==> src/rtl/mem_arb_pkg.sv <==
// Shared types and helpers for sharing one memory write/read port pair between requesters.
package mem_arb_pkg;

  // Widest supported requester count; owner fields are sized for it so the
  // package does not depend on any one instance's NUM_REQ.
  localparam int MAX_REQ = 8;
  localparam int OWNER_W = $clog2(MAX_REQ);

  typedef logic [OWNER_W-1:0] owner_t;

  // Tag that travels alongside a read while Memory produces its data.
  typedef struct packed {
    logic   valid;
    owner_t owner;
  } rsp_tag_t;

  // Round-robin pick: scan valid starting at ptr, wrapping modulo n, and
  // return a one-hot vector with the first set bit found (zero if none).
  function automatic logic [MAX_REQ-1:0] rr_pick(
    input logic [MAX_REQ-1:0] valid,
    input owner_t             ptr,
    input int unsigned        n
  );
    logic [MAX_REQ-1:0] grant;
    owner_t             idx;
    logic               found;
    grant = '0;
    found = 1'b0;
    for (int unsigned k = 0; k < MAX_REQ; k++) begin
      idx = owner_t'((32'(ptr) + k) % n);
      if (k < n && !found && valid[idx]) begin
        grant[idx] = 1'b1;
        found      = 1'b1;
      end
    end
    return grant;
  endfunction

  // Index of the set bit of a one-hot vector (zero for an all-zero vector).
  function automatic owner_t onehot_to_idx(input logic [MAX_REQ-1:0] onehot);
    owner_t idx;
    idx = '0;
    for (int i = 0; i < MAX_REQ; i++) begin
      if (onehot[i]) idx = owner_t'(i);
    end
    return idx;
  endfunction

endpackage

==> src/rtl/rr_arbiter.sv <==
// Round-robin arbiter with a lockable priority pointer. Purely combinational
// pick from the current pointer; pointer advances only on a handshake.
module rr_arbiter
  import mem_arb_pkg::*;
#(
  parameter  int NUM_REQ = 4,
  localparam int IW      = $clog2(NUM_REQ)
) (
  input  logic               clk,
  input  logic               rst,
  input  logic [NUM_REQ-1:0] valid,
  input  logic [NUM_REQ-1:0] lock,
  output logic [NUM_REQ-1:0] grant,
  output logic [IW-1:0]      grant_idx,
  output logic               fire
);

  logic [IW-1:0]      rr_ptr;
  logic               lock_hold;
  logic [NUM_REQ-1:0] scan_grant;
  logic               win_locked;

  // Pick the winner: a locked owner that is still requesting wins outright,
  // otherwise scan from rr_ptr. Nothing is granted while reset is held.
  always_comb begin
    // NOTE: every output of a combinational block gets a default first so no
    // path leaves it unassigned, which would infer a latch.
    scan_grant = NUM_REQ'(rr_pick(MAX_REQ'(valid), OWNER_W'(rr_ptr), NUM_REQ));
    grant      = scan_grant;
    if (lock_hold && valid[rr_ptr]) grant = NUM_REQ'(1) << rr_ptr;
    if (rst) grant = '0;
    grant_idx  = IW'(onehot_to_idx(MAX_REQ'(grant)));
    fire       = |grant;
    win_locked = |(grant & lock);
  end

  // Advance the pointer past the winner, or pin it on the winner when it
  // asked for the lock. Without a handshake the pointer holds.
  always_ff @(posedge clk) begin
    // NOTE: state registers use non-blocking assignments so every flop
    // samples pre-edge values regardless of statement order.
    if (rst) begin
      rr_ptr    <= '0;
      lock_hold <= 1'b0;
    end else if (fire) begin
      lock_hold <= win_locked;
      if (win_locked)                        rr_ptr <= grant_idx;
      else if (grant_idx == IW'(NUM_REQ - 1)) rr_ptr <= '0;
      else                                   rr_ptr <= grant_idx + IW'(1);
    end
  end

endmodule

==> src/rtl/mem_port_arbiter.sv <==
// Shares Memory's single write port and single read port between NUM_REQ
// valid/ready requesters and returns read data on a one-hot tagged lane,
// exactly two cycles after the read's handshake cycle.
module mem_port_arbiter
  import mem_arb_pkg::*;
#(
  parameter  int NUM_REQ = 4,
  parameter  int IO_SIZE = 32,
  parameter  int ROWS    = 64,
  localparam int AW      = $clog2(ROWS),
  localparam int IW      = $clog2(NUM_REQ)
) (
  input  logic                            clk,
  input  logic                            rst,
  input  logic [NUM_REQ-1:0]              req_valid,
  input  logic [NUM_REQ-1:0]              req_we,
  input  logic [NUM_REQ-1:0]              req_lock,
  input  logic [NUM_REQ-1:0][AW-1:0]      req_addr,
  input  logic [NUM_REQ-1:0][IO_SIZE-1:0] req_wdata,
  output logic [NUM_REQ-1:0]              req_ready,
  output logic [NUM_REQ-1:0]              rsp_valid,
  output logic [IO_SIZE-1:0]              rsp_data,
  output logic                            mem_we,
  output logic [AW-1:0]                   mem_waddr,
  output logic [IO_SIZE-1:0]              mem_wdata,
  output logic [AW-1:0]                   mem_raddr,
  input  logic [IO_SIZE-1:0]              mem_rdata
);

  logic [NUM_REQ-1:0] grant;
  logic [IW-1:0]      win_idx;
  logic               fire;

  logic               win_we;
  logic [AW-1:0]      win_addr;
  logic [IO_SIZE-1:0] win_wdata;

  rsp_tag_t           s1;
  rsp_tag_t           s2;

  rr_arbiter #(
    .NUM_REQ (NUM_REQ)
  ) u_rr_arbiter (
    .clk       (clk),
    .rst       (rst),
    .valid     (req_valid),
    .lock      (req_lock),
    .grant     (grant),
    .grant_idx (win_idx),
    .fire      (fire)
  );

  assign req_ready = grant;

  // Select the winning requester's command fields.
  always_comb begin
    win_we    = req_we[win_idx];
    win_addr  = req_addr[win_idx];
    win_wdata = req_wdata[win_idx];
  end

  // Issue register: drive Memory's ports from the winner and open a read tag.
  // Writes strobe mem_we for one cycle; mem_raddr holds its last value when
  // no read is issued so Memory keeps sampling a stable address.
  always_ff @(posedge clk) begin
    if (rst) begin
      mem_we    <= 1'b0;
      mem_waddr <= '0;
      mem_wdata <= '0;
      mem_raddr <= '0;
      s1        <= '0;
    end else begin
      mem_we   <= fire && win_we;
      s1.valid <= fire && !win_we;
      s1.owner <= OWNER_W'(win_idx);
      if (fire && win_we) begin
        mem_waddr <= win_addr;
        mem_wdata <= win_wdata;
      end
      if (fire && !win_we) mem_raddr <= win_addr;
    end
  end

  // Second tag stage lines up with the cycle Memory presents read data.
  always_ff @(posedge clk) begin
    if (rst) s2 <= '0;
    else     s2 <= s1;
  end

  // Decode the tag into the one-hot response pulse; data passes straight through.
  always_comb begin
    rsp_valid = s2.valid ? (NUM_REQ'(1) << s2.owner) : '0;
    rsp_data  = mem_rdata;
  end

endmodule

==> config.mk <==
export PLATFORM = sky130hd
export DESIGN_NAME = mem_port_arbiter
export DESIGN_NICKNAME = d
export VERILOG_FILES = /design/src/rtl/mem_arb_pkg.sv /design/src/rtl/rr_arbiter.sv /design/src/rtl/mem_port_arbiter.sv
export SDC_FILE = /design/constraint.sdc
export NUM_CORES = 1
export LEC_CHECK = 0
export ABC_AREA = 0
export BUFFER_PORTS_ARGS = -buffer_cell sky130_fd_sc_hd__buf_2
export CAP_MARGIN = 20
export CORE_UTILIZATION = 35
export CTS_BUF_LIST = sky130_fd_sc_hd__clkbuf_2 sky130_fd_sc_hd__clkbuf_4 sky130_fd_sc_hd__clkbuf_8
export CTS_CLUSTER_DIAMETER = 200
export DETAILED_ROUTE_END_ITERATION = 10
export PLACE_DENSITY = 0.7
export SYNTH_ARGS = -nofsm -noshare
export SYNTH_HDL_FRONTEND = slang
export SYNTH_SLANG_ARGS = --single-unit
==> constraint.sdc <==
create_clock -name clk -period 8.9 [get_ports clk]
set_input_delay 1.78 -clock clk [delete_from_list [all_inputs] [get_ports clk]]
set_output_delay 1.78 -clock clk [all_outputs]
set_load 0.01 [all_outputs]
==> results.yml <==
status:
  status: "completed"
sta:
  rsz0062_at_grt: "false"
  period_needed_ns: 5.359
  skew_ns: 0.006018
  setup-tns-final_ns: 0
  setup_slack_ns: 3.541
  fmax_mhz: 186.6
  timing.slew.headroom_pct: 28.08
  hold_viol_final: 0
  slew_viol_final: 0
  worstMarginPinSlew_ns: 1.077
  worst_hold_slack_ns: 0.4452
  period_share_pct: 60.21
  setup-violations-final: 0
floorplan:
  die_width_um: 109.4
  dieArea_mm2: 0.01197
  io_pins: 283
  row_count: 38
  fp.dieH_um: 109.4
  coreArea_mm2: 0.01103
  initial_core_util_pct: 36.59
setup_path:
  r2r_setup_slack_ns: 3.90
  endpoint_kind: "register"
  cp.arrival_ns: 5.60
  required_ns: 9.14
  start_kind: "input port"
  crit_fanout: 40
  reg2reg_from: "u_rr_arbiter.rr_ptr[0]"
  r2r-end: "mem_wdata[31]"
  path_class: "input port to register"
  r2r_cells: 12
cts:
  cts.htree.levels: 2
  cts_buffers: 5
  cts_hold_buf: 0
  cts_root_buf: "clkbuf_8"
  ctsResizeCount: 0
  clk_latency_ns: 0.31
  clock_sinks: 53
  path_clk_slew_ns: 0.10
  cts_tree: "yes"
  cts_setup_buffers: 0
  clockBufferDepth: 2
synth:
  avgSynthCellArea_um2: 8.930
  synth_warnings: 0
  ys_ff_latch: 53
  synth_top_area_share_pct: 26.29
  syn_inst: 452
  yosysSeqAreaShare_pct: 26.29
  yosysUniqueCellTypes: 43
  yosys-top-cells-area: "dfxtp_1 (26%), mux2i_1 (12%), o221ai_1 (8.2%)"
  synth_nets: 658
  synth_top_cell_by_area: "dfxtp_1"
  synthesis.area_mm2: 0.004036
power_and_ir_drop:
  power_mw: 1.500
  p_leak_nw: 2.454
  ir_drop_uv: 124.7
  powerDensity_mw_per_mm2: 296.1
routing:
  drt_iter0_drc: 179
  vias_per_cell: 5.119
  vias: 3870
  wirelength_um: 12150
  antenna_left: 0
  post-route-drc-count: 0
  firstDrtPassIters: 4
  routedWlPerCell_um: 16.07
global_route:
  grt_pass1_vias: 3713
  grt_max_degree: 96
  track_usage_pct: 19.39
  antenna_found_initial: 1
  grt_overflow: 0
  grt_pass1_wl_um: 18110
placed_design:
  numPortBuffers: 218
  dpl.cell_count: 746
  dp_hpwl_um: 8844
  place_congestion: 0.9257
  postPlaceCellArea_mm2: 0.004920
  pre_cts_slack_ns: 2.709
worst_hold_path:
  min_to: "s2[3]"
  hold_path.class: "register to register"
  whs_path_depth: 1
  hold_start: "s1[3]"
final_layout:
  nets: 820
  drive_gt1_share_pct: 41.79
  layout_common_cells: "buf_2 (218), dfxtp_1 (53), mux2i_1 (49), nand2b_1 (49), inv_1 (44)"
  postLayoutCoreUtil_pct: 45.92
  layout_commonest_cell: "buf_2"
  area_delta_synth_final_pct: 25.48
  final_area_mm2: 0.005065
  fin_cells: 756
job:
  cap_violations: 0
-- final cells by class --
cell class | count | area (um2)
Tap cell | 140 | 175.2
Clock buffer | 6 | 76.32
Timing Repair Buffer | 224 | 1156
Sequential cell | 53 | 1061
Fill cell | 1108 | 5966
Antenna cell | 1 | 2.502
Clock inverter | 2 | 38.79
Inverter | 45 | 168.9
Multi-Input combinational cell | 285 | 2386
-- flip-flops by register name, summed over array words and instances, names as in the netlist --
register             count
mem_raddr                6
s1                       3
u_rr_arbiter.rr_ptr      2
s2                       3
mem_wdata               32
mem_waddr                6
mem_we                   1
-- how the worst max path moves through the flow --
stage | from | endpoint | cells past startpoint
6_report | req_valid[3] | mem_wdata[31] | 11
5_1_grt | req_valid[3] | mem_waddr[3] | 11
4_1_cts | req_valid[3] | mem_wdata[31] | 10
3_5_place_dp | req_valid[3] | mem_wdata[31] | 10
3_3_place_gp | req_valid[3] | mem_waddr[3] | 10
2_1_floorplan | req_valid[3] | req_ready[3] | 6
-- layer usage --
metal / track usage, % / vias to the layer above / routed length [um]
li1: - / 1884 / -
met4: 4.857 / 0 / 109
met2: 35.40 / 199 / 6113
met3: 4.446 / 16 / 995
met1: 22.69 / 1771 / 4927
met5: 0 / - / 0
-- power breakdown --
part	switching (mW)	internal, mW
clock	0.0836	0.0877
sequential	0.0715	0.354
combinational	0.500	0.403
-- kinds of logic (layout without fill, tap and decap cells) --
logic type               count (synthesis)  in the layout  share of synthesized area, %
buffers and inverters                  114            277                         15.10
AND/OR/NAND/NOR                         81             81                         12.40
multiplexers                            92             92                         25.26
other                                    0              1                             0
adder cells (fa/ha/maj)                  8              8                         2.480
XOR/XNOR                                 1              1                        0.2170
flip-flops                              53             53                         26.29
AO/OA/AOI/OAI                          103            103                         18.26
-- worst max-delay path, stage by stage --
cell and delay [ns]:
buf_2 0.14, mux4_2 0.61, a31o_1 0.25, a221oi_2 0.24
a2bb2oi_2 0.23, and2_2 0.89, a221oi_2 0.18, nor3_4 0.41
buf_16 0.21, buf_4 0.37, mux2i_1 0.24
-- synthesized netlist by cell type --
cell / n
o21a_1: 1
buf_6: 6
inv_1: 44
a21boi_0: 1
a31o_1: 1
and3_1: 1
nand2_1: 10
o221ai_1: 38
nand3b_1: 3
nor4b_4: 1
ha_1: 8
nor3_2: 1
and2_1: 2
inv_2: 1
a21oi_1: 42
dfxtp_1: 53
o31ai_1: 1
mux2i_1: 49
clkbuf_1: 24
nand2b_1: 49
o21bai_1: 1
mux4_2: 4
or2_2: 1
o22ai_1: 4
mux2_1: 29
a22o_1: 1
o32ai_1: 2
xnor2_1: 1
nor3b_1: 1
buf_4: 35
mux2_2: 10
a21boi_1: 1
o211ai_1: 1
o21ai_1: 2
nor3_4: 1
a21oi_2: 1
buf_2: 4
a2bb2oi_2: 1
a222oi_1: 1
nor2_1: 7
a211oi_1: 2
nor2b_1: 4
a221oi_2: 2
No activity file was read; power rests on OpenSTA's default activity.
